### src/rtl/regfile_cmd_ctrl_pkg.sv
// Shared constants and state encoding for the UART-to-register-file command controller.
// Optional inter-byte timeout is built when REGFILE_CMD_TIMEOUT_EN is defined.
package regfile_cmd_ctrl_pkg;

    localparam int unsigned DATA_W             = 8;
    localparam int unsigned RF_ADDR_W          = 4;
    localparam int unsigned RF_DEPTH           = 16;
    localparam int unsigned TIMEOUT_CYCLES_DEF = 1024;

    localparam logic [7:0] OPC_WRITE = 8'hAA;
    localparam logic [7:0] OPC_READ  = 8'hBB;

    typedef enum logic [2:0] {
        ST_IDLE    = 3'd0,
        ST_WR_ADDR = 3'd1,
        ST_WR_DATA = 3'd2,
        ST_WR_EXEC = 3'd3,
        ST_RD_ADDR = 3'd4,
        ST_RD_EXEC = 3'd5,
        ST_RD_WAIT = 3'd6,
        ST_TX_WAIT = 3'd7
    } state_e;

endpackage

### src/rtl/regfile_cmd_timer.sv
// Clearable, saturating inter-byte timeout counter with a combinational one-cycle expiry.
// Instantiated only when REGFILE_CMD_TIMEOUT_EN is defined.
module regfile_cmd_timer #(
    parameter int unsigned TIMEOUT_CYCLES = 1024
) (
    input  logic i_clk,
    input  logic i_rst,
    input  logic i_run,
    input  logic i_clr,
    output logic o_expired_c
);

    localparam int unsigned CNT_W = (TIMEOUT_CYCLES > 1) ? $clog2(TIMEOUT_CYCLES) : 1;
    localparam logic [CNT_W-1:0] CNT_LAST = CNT_W'(TIMEOUT_CYCLES - 1);

    logic [CNT_W-1:0] cnt;

    // Counts idle cycles while running; any accepted byte or leaving the wait states restarts it.
    always_ff @(posedge i_clk or negedge i_rst) begin
        if (!i_rst) begin
            cnt <= '0;
        end else if (!i_run || i_clr) begin
            cnt <= '0;
        end else if (cnt != CNT_LAST) begin
            cnt <= cnt + CNT_W'(1);
        end
    end

    assign o_expired_c = i_run && !i_clr && (cnt == CNT_LAST);

endmodule

### src/rtl/regfile_cmd_ctrl.sv
// UART byte-stream command controller: parses write/read frames and drives the register file port.
// Define REGFILE_CMD_TIMEOUT_EN to abort frames stalled for TIMEOUT_CYCLES between bytes.
module regfile_cmd_ctrl
    import regfile_cmd_ctrl_pkg::*;
#(
    parameter int unsigned WIDTH    = DATA_W,
    parameter int unsigned ADD_SIZE = RF_ADDR_W,
    parameter int unsigned RF_SIZE  = RF_DEPTH
`ifdef REGFILE_CMD_TIMEOUT_EN
    ,
    parameter int unsigned TIMEOUT_CYCLES = TIMEOUT_CYCLES_DEF
`endif
) (
    input  logic                i_clk,
    input  logic                i_rst,
    input  logic [WIDTH-1:0]    i_rx_data,
    input  logic                i_rx_valid,
    input  logic                i_tx_busy,
    output logic [WIDTH-1:0]    o_tx_data,
    output logic                o_tx_valid,
    output logic [ADD_SIZE-1:0] o_rf_add,
    output logic [WIDTH-1:0]    o_rf_data,
    output logic                o_rf_en_w,
    output logic                o_rf_en_r,
    input  logic [WIDTH-1:0]    i_rf_data,
    output logic                o_busy,
    output logic                o_cmd_err
);

    state_e              state, state_d;
    logic [ADD_SIZE-1:0] addr_q, addr_d;
    logic [ADD_SIZE-1:0] rf_add_d;
    logic [WIDTH-1:0]    rf_data_d, tx_data_d;
    logic                en_w_d, en_r_d, tx_valid_d, cmd_err_d;
    logic                addr_ok_c;
    logic                timeout_c;

`ifdef REGFILE_CMD_TIMEOUT_EN
    logic timer_run_c;

    assign timer_run_c = (state == ST_WR_ADDR) || (state == ST_WR_DATA) || (state == ST_RD_ADDR);

    regfile_cmd_timer #(
        .TIMEOUT_CYCLES (TIMEOUT_CYCLES)
    ) u_timer (
        .i_clk       (i_clk),
        .i_rst       (i_rst),
        .i_run       (timer_run_c),
        .i_clr       (i_rx_valid),
        .o_expired_c (timeout_c)
    );
`else
    assign timeout_c = 1'b0;
`endif

    // Address byte must fit the implemented register range with no stray high bits.
    assign addr_ok_c = (i_rx_data[WIDTH-1:ADD_SIZE] == '0) && (32'(i_rx_data) < RF_SIZE);

    always_ff @(posedge i_clk or negedge i_rst) begin
        if (!i_rst) begin
            state      <= ST_IDLE;
            addr_q     <= '0;
            o_rf_add   <= '0;
            o_rf_data  <= '0;
            o_rf_en_w  <= 1'b0;
            o_rf_en_r  <= 1'b0;
            o_tx_data  <= '0;
            o_tx_valid <= 1'b0;
            o_cmd_err  <= 1'b0;
            o_busy     <= 1'b0;
        end else begin
            state      <= state_d;
            addr_q     <= addr_d;
            o_rf_add   <= rf_add_d;
            o_rf_data  <= rf_data_d;
            o_rf_en_w  <= en_w_d;
            o_rf_en_r  <= en_r_d;
            o_tx_data  <= tx_data_d;
            o_tx_valid <= tx_valid_d;
            o_cmd_err  <= cmd_err_d;
            o_busy     <= (state_d != ST_IDLE);
        end
    end

    // Next-state and next-output values; strobes are decided one edge ahead so they leave registered.
    always_comb begin
        state_d    = state;
        addr_d     = addr_q;
        rf_add_d   = o_rf_add;
        rf_data_d  = o_rf_data;
        tx_data_d  = o_tx_data;
        en_w_d     = 1'b0;
        en_r_d     = 1'b0;
        tx_valid_d = 1'b0;
        cmd_err_d  = 1'b0;

        case (state)
            ST_IDLE: begin
                if (i_rx_valid) begin
                    if (i_rx_data == WIDTH'(OPC_WRITE)) begin
                        state_d = ST_WR_ADDR;
                    end else if (i_rx_data == WIDTH'(OPC_READ)) begin
                        state_d = ST_RD_ADDR;
                    end else begin
                        cmd_err_d = 1'b1;
                    end
                end
            end
            ST_WR_ADDR: begin
                if (i_rx_valid) begin
                    if (addr_ok_c) begin
                        addr_d  = i_rx_data[ADD_SIZE-1:0];
                        state_d = ST_WR_DATA;
                    end else begin
                        cmd_err_d = 1'b1;
                        state_d   = ST_IDLE;
                    end
                end else if (timeout_c) begin
                    cmd_err_d = 1'b1;
                    state_d   = ST_IDLE;
                end
            end
            ST_WR_DATA: begin
                if (i_rx_valid) begin
                    rf_add_d  = addr_q;
                    rf_data_d = i_rx_data;
                    en_w_d    = 1'b1;
                    state_d   = ST_WR_EXEC;
                end else if (timeout_c) begin
                    cmd_err_d = 1'b1;
                    state_d   = ST_IDLE;
                end
            end
            ST_WR_EXEC: state_d = ST_IDLE;
            ST_RD_ADDR: begin
                if (i_rx_valid) begin
                    if (addr_ok_c) begin
                        rf_add_d = i_rx_data[ADD_SIZE-1:0];
                        en_r_d   = 1'b1;
                        state_d  = ST_RD_EXEC;
                    end else begin
                        cmd_err_d = 1'b1;
                        state_d   = ST_IDLE;
                    end
                end else if (timeout_c) begin
                    cmd_err_d = 1'b1;
                    state_d   = ST_IDLE;
                end
            end
            ST_RD_EXEC: state_d = ST_RD_WAIT;
            ST_RD_WAIT: begin
                tx_data_d = i_rf_data;
                if (!i_tx_busy) begin
                    tx_valid_d = 1'b1;
                    state_d    = ST_IDLE;
                end else begin
                    state_d = ST_TX_WAIT;
                end
            end
            ST_TX_WAIT: begin
                if (!i_tx_busy) begin
                    tx_valid_d = 1'b1;
                    state_d    = ST_IDLE;
                end
            end
            default: state_d = ST_IDLE;
        endcase
    end

endmodule

### config.mk
export PLATFORM = sky130hd
export DESIGN_NAME = regfile_cmd_ctrl
export DESIGN_NICKNAME = d
export VERILOG_FILES = /design/src/rtl/regfile_cmd_ctrl_pkg.sv /design/src/rtl/regfile_cmd_timer.sv /design/src/rtl/regfile_cmd_ctrl.sv
export SDC_FILE = /design/constraint.sdc
export NUM_CORES = 1
export LEC_CHECK = 0
export BUFFER_PORTS_ARGS = -buffer_cell sky130_fd_sc_hd__buf_2
export CORE_MARGIN = 8
export CORE_UTILIZATION = 50
export DETAILED_ROUTE_END_ITERATION = 10
export PLACE_DENSITY = 0.78
export SLEW_MARGIN = 20
export SYNTH_ARGS = -nofsm -noshare
export SYNTH_HDL_FRONTEND = slang
export SYNTH_SLANG_ARGS = --single-unit
### constraint.sdc
create_clock -name i_clk -period 2.06 [get_ports i_clk]
set_input_delay 0.412 -clock i_clk [delete_from_list [all_inputs] [get_ports i_clk]]
set_output_delay 0.412 -clock i_clk [all_outputs]
set_load 0.1 [all_outputs]
; ---- After elaboration in Yosys (flattened, before gate mapping)
; Index checks and enable logic that the tools add are counted.
[word_totals]
ff_bits = 32
input_bits = 20
output_inout_bits = 25
elab_cells = 61
[op_classes]
magnitude_cmp = 1
n_eq_ne = 12
muxes = 28
reduce_logical = 10
[op_table]
columns = op, n
row1 = two-way mux 3 bit, 9
row2 = one-hot mux 3 bit (8 select lines), 1
row3 = == test 8 bit (second input constant), 2
row4 = == test 3 bit (second input constant), 4
row5 = two-way mux 1 bit, 12
row6 = two-way mux 4 bit, 3
row7 = < comparator 8 x 5 -> 1 bit (second input constant), 1
row8 = one-hot mux 4 bit (2 select lines), 1
row9 = == test 3 x 2 -> 1 bit (second input constant), 2
row10 = inequality test 2 bit (second input constant), 3
row11 = logical NOT 4 bit, 1
row12 = AND reduction 4 bit, 1
row13 = OR reduction 2 bit, 2
row14 = == test 3 x 1 -> 1 bit (second input constant), 1
row15 = logical NOT 3 bit, 1
row16 = AND reduction 3 bit, 1
row17 = nonzero test 3 bit, 1
row18 = two-way mux 2 bit, 1
row19 = one-hot mux 1 bit (2 select lines), 1
row20 = AND reduction 2 bit, 1
row21 = nonzero test 2 bit, 1
row22 = logical AND 1 bit, 1

; ---- Depth between registers and ports, before layout
; Gate-level depths: netlist of the first run.
[depth]
word_depth = 6
depth_mapped = 6
ltp_nobuf = 4

; ---- Least setup slack after synthesis of the first run
; OpenSTA, ideal clock, no wires.
[synth_path]
path_type = register -> register
startpoint = reg state[1]
endpoint = reg o_rf_add[0]
setup_ps = 125
arrival_time_ps = 1497
required_ps = 1935
path_slack_ps = 437
stages_incl_launch_ff = 7
n_path_buf = 2
synth_period_minus_slack_ps = 1623
cell_sequence = dfrtp_1 buf_2 nor2_1 and2_1 clkbuf_1 mux2_2 mux2_2
[synth_between]
elab_chain_len = 3
word_cells_on_any_way = 8
classes_between = eq/ne (5) / mux (1) / reduce/logical (2)
[synth_lines]
columns = element, line_no
row1 = start: declaration, regfile_cmd_ctrl.sv:30  ; state_e state, state_d;
row2 = start signal: assignment, regfile_cmd_ctrl.sv:72  ; state <= state_d;
row3 = == test 3 bit / == test 3 x 2 -> 1 bit (equally long branches), regfile_cmd_ctrl.sv:97  ; case (state)
row4 = inequality test 2 bit (no line) / nonzero test 2 bit (equally long branches), --
row5 = AND reduction 4 bit (no line), --
row6 = end signal: assignment, regfile_cmd_ctrl.sv:74  ; o_rf_add <= rf_add_d;
row7 = end: declaration, regfile_cmd_ctrl.sv:21  ; output logic [ADD_SIZE-1:0] o_rf_add,
; Several ways; a longest one is shown, not always the timed one.
; A chain may end at the register's enable or synchronous reset.

; ---- Worst setup path after layout of the first run
[layout_path]
startpoint = reg state[0]
endpoint = reg o_rf_data[4]
[layout_between]
elab_chain_len = 2
[layout_lines]
columns = element, line_no
row1 = == test 3 x 2 -> 1 bit, regfile_cmd_ctrl.sv:97
row2 = AND reduction 2 bit (no line), --
row3 = end signal: assignment, regfile_cmd_ctrl.sv:75  ; o_rf_data <= rf_data_d;
row4 = end: declaration, regfile_cmd_ctrl.sv:22  ; output logic [WIDTH-1:0] o_rf_data,
; Every way passes these cells.

==> impl_metrics.json, run 1 <==
{
  "grt_usage": 0.1292,
  "numClockSinks": 32,
  "cp-end-kind": "register",
  "synth-simple-area-share": 0.1563,
  "initial_core_util": 0.5326,
  "synthCells": 108,
  "ctsRootBufferMaster": "clkbuf_4",
  "port_buffers": 44,
  "cp_num_buf_inv": 0,
  "p_sw_frac": 0.5323,
  "worst_pin_slew_ns": 0.6694,
  "crit_type": "register to register",
  "async_flop_share": 1.000,
  "via_per_inst": 5.505,
  "grt-ovfl-total": 0,
  "drt_iter0_markers": 31,
  "cap_viol_max_count": 0,
  "path_cells": "or2_2, nor2_2, mux2_2",
  "synth_compound_area_frac": 0.04983,
  "synth_cell_types": 34,
  "ys_warn_count": 0,
  "multi_input_area_sq_um": 655.6,
  "num_io_pins": 45,
  "drv_slew": 0,
  "synth.area.top_cells": "dfrtp_1 54%, mux2_2 19%, mux2_4 4.1%, nor4_4 1.4%, nor2_1 1.3%",
  "synth_top_family_by_area": "multiplexers",
  "crit_required_ns": 2.27,
  "grt_pass1_wl_microns": 5140,
  "whs_ns": 0.1152,
  "fill_cells": 225,
  "area_growth_pct": 19.76,
  "cts_resized": 0,
  "drtPass1Iterations": 4,
  "antenna_cells": 0,
  "clock_path_buffers": 2,
  "synth_top_cell_by_area": "dfrtp_1",
  "vias": 1024,
  "synth_top_area_frac": 0.5405,
  "die_h_microns": 70.43,
  "synth_xor_area_frac": 0.005912,
  "hold_violations": 0,
  "core_sq_um": 2781,
  "cpMaxStageDelayCell": "dfrtp_1",
  "stdcell_area_sq_um": 1774,
  "ctsHoldBuffers": 0,
  "critPathTopFamily": "simple AND/OR/NAND/NOR gates",
  "remaining_drc_errors": 0,
  "post-route-period-util": 0.8766,
  "cp-start-kind": "register",
  "gp_congestion": 0.7995,
  "cts_max_level": 2,
  "p_sw_mw": 1.517,
  "syn-num-nets": 128,
  "postCtsSetupBuffers": 0,
  "cts_made_buffers": 5,
  "internal-power_mw": 1.333,
  "dpl.cell_count": 178,
  "netlist_area_sq_um": 1481,
  "finClkSkew_ns": 0.005948,
  "drive_gt1_frac": 0.5871,
  "ys_seq_area_frac": 0.5405,
  "wl_per_cell_microns": 16.18,
  "final.min_clock_period_ns": 1.806,
  "clock_latency_ns": 0.32,
  "p_leak_nw": 0.8685,
  "clk_pin_slew_ns": 0.09,
  "wirelength_microns": 3009,
  "pwr-share-seq": 0.329,
  "fin_total_pwr_mw": 2.850,
  "rsz0062_at_grt": "false",
  "power_density_nw_per_um2": 1606,
  "max_freq_mhz": 553.8,
  "grt_max_degree": 33,
  "status": "completed",
  "antenna_found_initial": 0,
  "crit_arrival_ns": 2.02,
  "synth_commonest_cells": "32 x dfrtp_1, 25 x mux2_2, 5 x nor2_1",
  "num-nets-final": 174,
  "synth.most_common_cell": "dfrtp_1",
  "grt_pass1_vias": 1132,
  "vdd_drop_max_mv": 1.386,
  "seq_area_sq_um": 800.8,
  "fp.dieArea_sq_um": 4960,
  "cpPeakStageDelay_ns": 0.53,
  "dp_hpwl_microns": 2339,
  "min_path_type": "primary input to async pin",
  "combPwrFrac": 0.545,
  "cp_max_fo": 11,
  "ys_ff_latch": 32,
  "fp.dieW_microns": 70.43,
  "cts_tree": "done",
  "ant_nets": 0,
  "setup_viol": 0,
  "synthMuxAreaShare": 0.2306,
  "stdcell_count": 186,
  "rows": 19,
  "slew_headroom": 0.5537,
  "pwr-share-clk": 0.126,
  "setup_tns_ns": 0,
  "synth-edff-count": 0,
  "placed_area_sq_um": 1715,
  "avgSynthCellArea_sq_um": 13.72,
  "synthAdderAreaFrac": 0,
  "yosys_most_used_dff": "dfrtp_1"
}
## flip-flops by register name, indices dropped and copies added, names as in the netlist
| name | flops |
|---|---|
| addr_q | 4 |
| o_rf_data | 8 |
| o_rf_en_r | 1 |
| o_cmd_err | 1 |
| state | 3 |
| o_rf_en_w | 1 |
| o_rf_add | 4 |
| o_tx_valid | 1 |
| o_busy | 1 |
| o_tx_data | 8 |
## worst register-to-register path, delay by kind of cell, from the launching register on
kind | cells | cell delay, ns
AND/OR/NAND/NOR | 2 | 0.78
flip-flops | 1 | 0.53
multiplexers | 1 | 0.39
## layer usage
| layer | vias up | global-route usage | share of wire |
|---|---|---|---|
| li1 | 475 | - | - |
| met1 | 495 | 0.1408 | 0.39 |
| met2 | 47 | 0.2042 | 0.49 |
| met3 | 7 | 0.06356 | 0.10 |
| met4 | 0 | 0.06250 | 0.017 |
| met5 | - | 0 | 0 |
## cell families after synthesis
| kind of cell | after synthesis |
|---|---|
| xor+xnor | 1 |
| compound gates | 10 |
| buf+inv | 5 |
| simple gates | 31 |
| flops | 32 |
| mux | 29 |
## path summary, 6_finish.rpt
path	startpoint	to	slack, ns	depth (start not counted)
worst max-delay path	state[0]	o_rf_data[4]	0.25	3
max in group asynchronous	i_rst	o_rf_data[7]	1.52	1
worst max register to register	state[0]	o_rf_data[4]	0.25	3
min in group i_clk	i_tx_busy	o_tx_valid	0.29	2
worst min-delay path	i_rst	o_cmd_err	0.12	1
worst min register to register	o_tx_data[3]	o_tx_data[3]	0.51	1
## placed cells by master, fill, tap and decap left out
cell and instances:
nand2_4 1, clkbuf_4 5, and3_1 1, buf_2 44, xor2_1 1, or4_4 1, o21ai_0 2, clkbuf_8 1
mux2_4 4, nor2_4 1, or2_2 2, nand2b_1 1, and4bb_2 1, dfrtp_1 32, a211o_1 1, o311ai_0 1
nand4_1 1, a2bb2oi_2 1, nor2_1 5, nor3b_4 1, nand2b_4 1, nor2_2 1, nor3b_1 1, o41ai_1 1
clkbuf_1 2, nor3_2 1, nand3_1 2, nor2b_1 2, nand2_1 4, and2b_1 1, and2_1 2, nor4_4 1
a21oi_1 3, mux2_2 25, o31ai_1 1
## power by group through the flow
stage                     registers, mW  clock network, mW  logic (mW)
after global placement            0.935                  0        1.55
after detailed placement          0.945                  0        1.56
after floorplan                    1.82                  0       0.435
after global routing              0.964              0.402        1.62
after CTS                         0.936              0.371        1.57
final                             0.939              0.358        1.55
## through the flow
stage / setup slack [ns] / utilization
finish: 0.2543 / 0.6379
detailed placement: 0.1915 / 0.6167
CTS: 0.2676 / 0.6379
floorplan: 0.4372 / -
global route: 0.1695 / 0.6379
global placement: 0.2589 / 0.6167
## final cells by class
type / instances / share of cell area
Tap cell: 31 / 0.02186
Clock buffer: 8 / 0.03315
Timing Repair Buffer: 44 / 0.1241
Sequential cell: 32 / 0.4513
Multi-Input combinational cell: 71 / 0.3695
(Power assumes the default switching activity.)
==> inputs of run 2 (changes only) <==
RECOVER_POWER = 50   (was default)
==> run 2 against run 1 <==
Compared with the run above:
- the run now ends with max-capacitance violations, max-slew violations left
- fmax shrank 0.30%
- critical path depth unchanged
- setup slack got worse by 0.0054 ns
- wire length up 0.33%
- flip-flop and latch count unchanged
- power decreased by 0.94%
- clock skew down 0.0014 ns
- first-iteration DRC count grew 16%
- cell area is 1.8% lower
- sequential power is essentially flat
- clock power barely moved
==> impl_metrics.json, run 2 (same netlist as run 1, synthesis figures left out) <==
{
  "max_freq_mhz": 552.1,
  "setup_tns_ns": 0,
  "wl_per_cell_microns": 16.23,
  "grt_pass1_vias": 1132,
  "crit_type": "register to register",
  "pre_cts_slack_ns": 0.1915,
  "setup_viol": 0,
  "drt_iter0_markers": 36,
  "cts_resized": 0,
  "vdd_drop_max_mv": 1.385,
  "dp_hpwl_microns": 2339,
  "stdcell_count": 186,
  "whs_path_depth": 2,
  "clock_latency_ns": 0.32,
  "status": "finished, violations left",
  "top_regs": "o_rf_data: 8 flops, o_tx_data: 8 flops",
  "core_sq_um": 2781,
  "fp.dieW_microns": 70.43,
  "hold_violations": 0,
  "whs_ns": 0.2894,
  "fin_total_pwr_mw": 2.823,
  "p_leak_nw": 0.8445,
  "cp-end-kind": "register",
  "drtPass1Iterations": 6,
  "post-route-period-util": 0.8792,
  "cts_made_buffers": 5,
  "final_common_cell": "buf_2",
  "die_h_microns": 70.43,
  "crit_required_ns": 2.27,
  "num_io_pins": 45,
  "clock_path_buffers": 2,
  "area_growth_pct": 17.65,
  "cts_tree": "done",
  "ctsHoldBuffers": 0,
  "rows": 19,
  "final_cell_mix": "42 x buf_2, 32 x dfrtp_1, 25 x mux2_2",
  "min_path_type": "primary input to register",
  "cap_viol_max_count": 1,
  "wirelength_microns": 3019,
  "cts_max_level": 2,
  "drive_gt1_frac": 0.5355,
  "multi_input_area_sq_um": 626.9,
  "num-nets-final": 174,
  "port_buffers": 44,
  "cp-start-kind": "register",
  "placed_area_sq_um": 1715,
  "remaining_drc_errors": 0,
  "initial_core_util": 0.5326,
  "seq_area_sq_um": 800.8,
  "final.min_clock_period_ns": 1.811,
  "r2r_slack_ns": 0.25,
  "drv_slew": 33,
  "slew_headroom": -0.06542,
  "vias": 1038,
  "rsz0062_at_grt": "false",
  "numClockSinks": 32,
  "grt_usage": 0.1292,
  "grt_pass1_wl_microns": 5140,
  "antenna_cells": 0,
  "cp_max_fo": 11,
  "gp_congestion": 0.7995,
  "dpl.cell_count": 178,
  "postCtsSetupBuffers": 0,
  "worst_pin_slew_ns": 1.598,
  "post-route-util": 0.6266,
  "fp.dieArea_sq_um": 4960,
  "via_per_inst": 5.581,
  "antenna_found_initial": 0,
  "violations": "max-capacitance violations, max-slew violations",
  "crit_arrival_ns": 2.02,
  "stdcell_area_sq_um": 1743,
  "ctsRootBufferMaster": "clkbuf_4",
  "r2r-start": "state[0]",
  "fin_ws_ns": 0.2489,
  "hold_end": "o_tx_valid",
  "finClkSkew_ns": 0.004539,
  "grt_max_degree": 33,
  "r2r-end": "o_rf_data[4]",
  "clk_pin_slew_ns": 0.08,
  "hold_start": "i_tx_busy",
  "ant_nets": 0,
  "ff2ff_path_depth": 3,
  "fill_cells": 231,
  "grt-ovfl-total": 0,
  "power_density_nw_per_um2": 1620
}
## run 2: cell types whose count changed in the layout (fill, tap and decap cells not counted), sizes merged
cell,delta
buf,-2
clkbuf,+2
## run 2: how the worst max path moves through the flow
stage	start	end	slack (ns)	depth (start not counted)
4_1_cts	state[0]	o_rf_data[2]	0.27	3
3_3_place_gp	i_rx_data[4]	o_rf_add[0]	0.26	5
3_5_place_dp	i_rx_data[4]	o_rf_add[0]	0.19	5
5_1_grt	state[0]	o_rf_data[7]	0.17	3
6_report	state[0]	o_rf_data[4]	0.25	3
2_1_floorplan	state[1]	o_rf_add[0]	0.44	6
## run 2: layer usage
layer | vias to the layer above | part of all wire | global-route usage
li1 | 478 | - | -
met1 | 506 | 0.39 | 0.1408
met2 | 47 | 0.49 | 0.2042
met3 | 7 | 0.10 | 0.06356
met4 | 0 | 0.017 | 0.06250
met5 | - | 0 | 0
## run 2: critical path, stage by stage (launching register included)
cell and delay (ns):
dfrtp_1 0.53, or2_2 0.37, nor2_2 0.41, mux2_2 0.39
## run 2: final cells by class
type / instances / share of cell area
clock buffer: 8 / 0.03374
multi-input combinational: 71 / 0.3597
sequential: 32 / 0.4594
tap: 31 / 0.02225
timing repair buffer: 44 / 0.1249
## run 2: where the power goes
| part | leakage (nW) | switching [mW] | internal (mW) |
|---|---|---|---|
| Combinational | 0.413 | 1.18 | 0.346 |
| Clock | 0.0326 | 0.188 | 0.168 |
| Sequential | 0.398 | 0.134 | 0.805 |
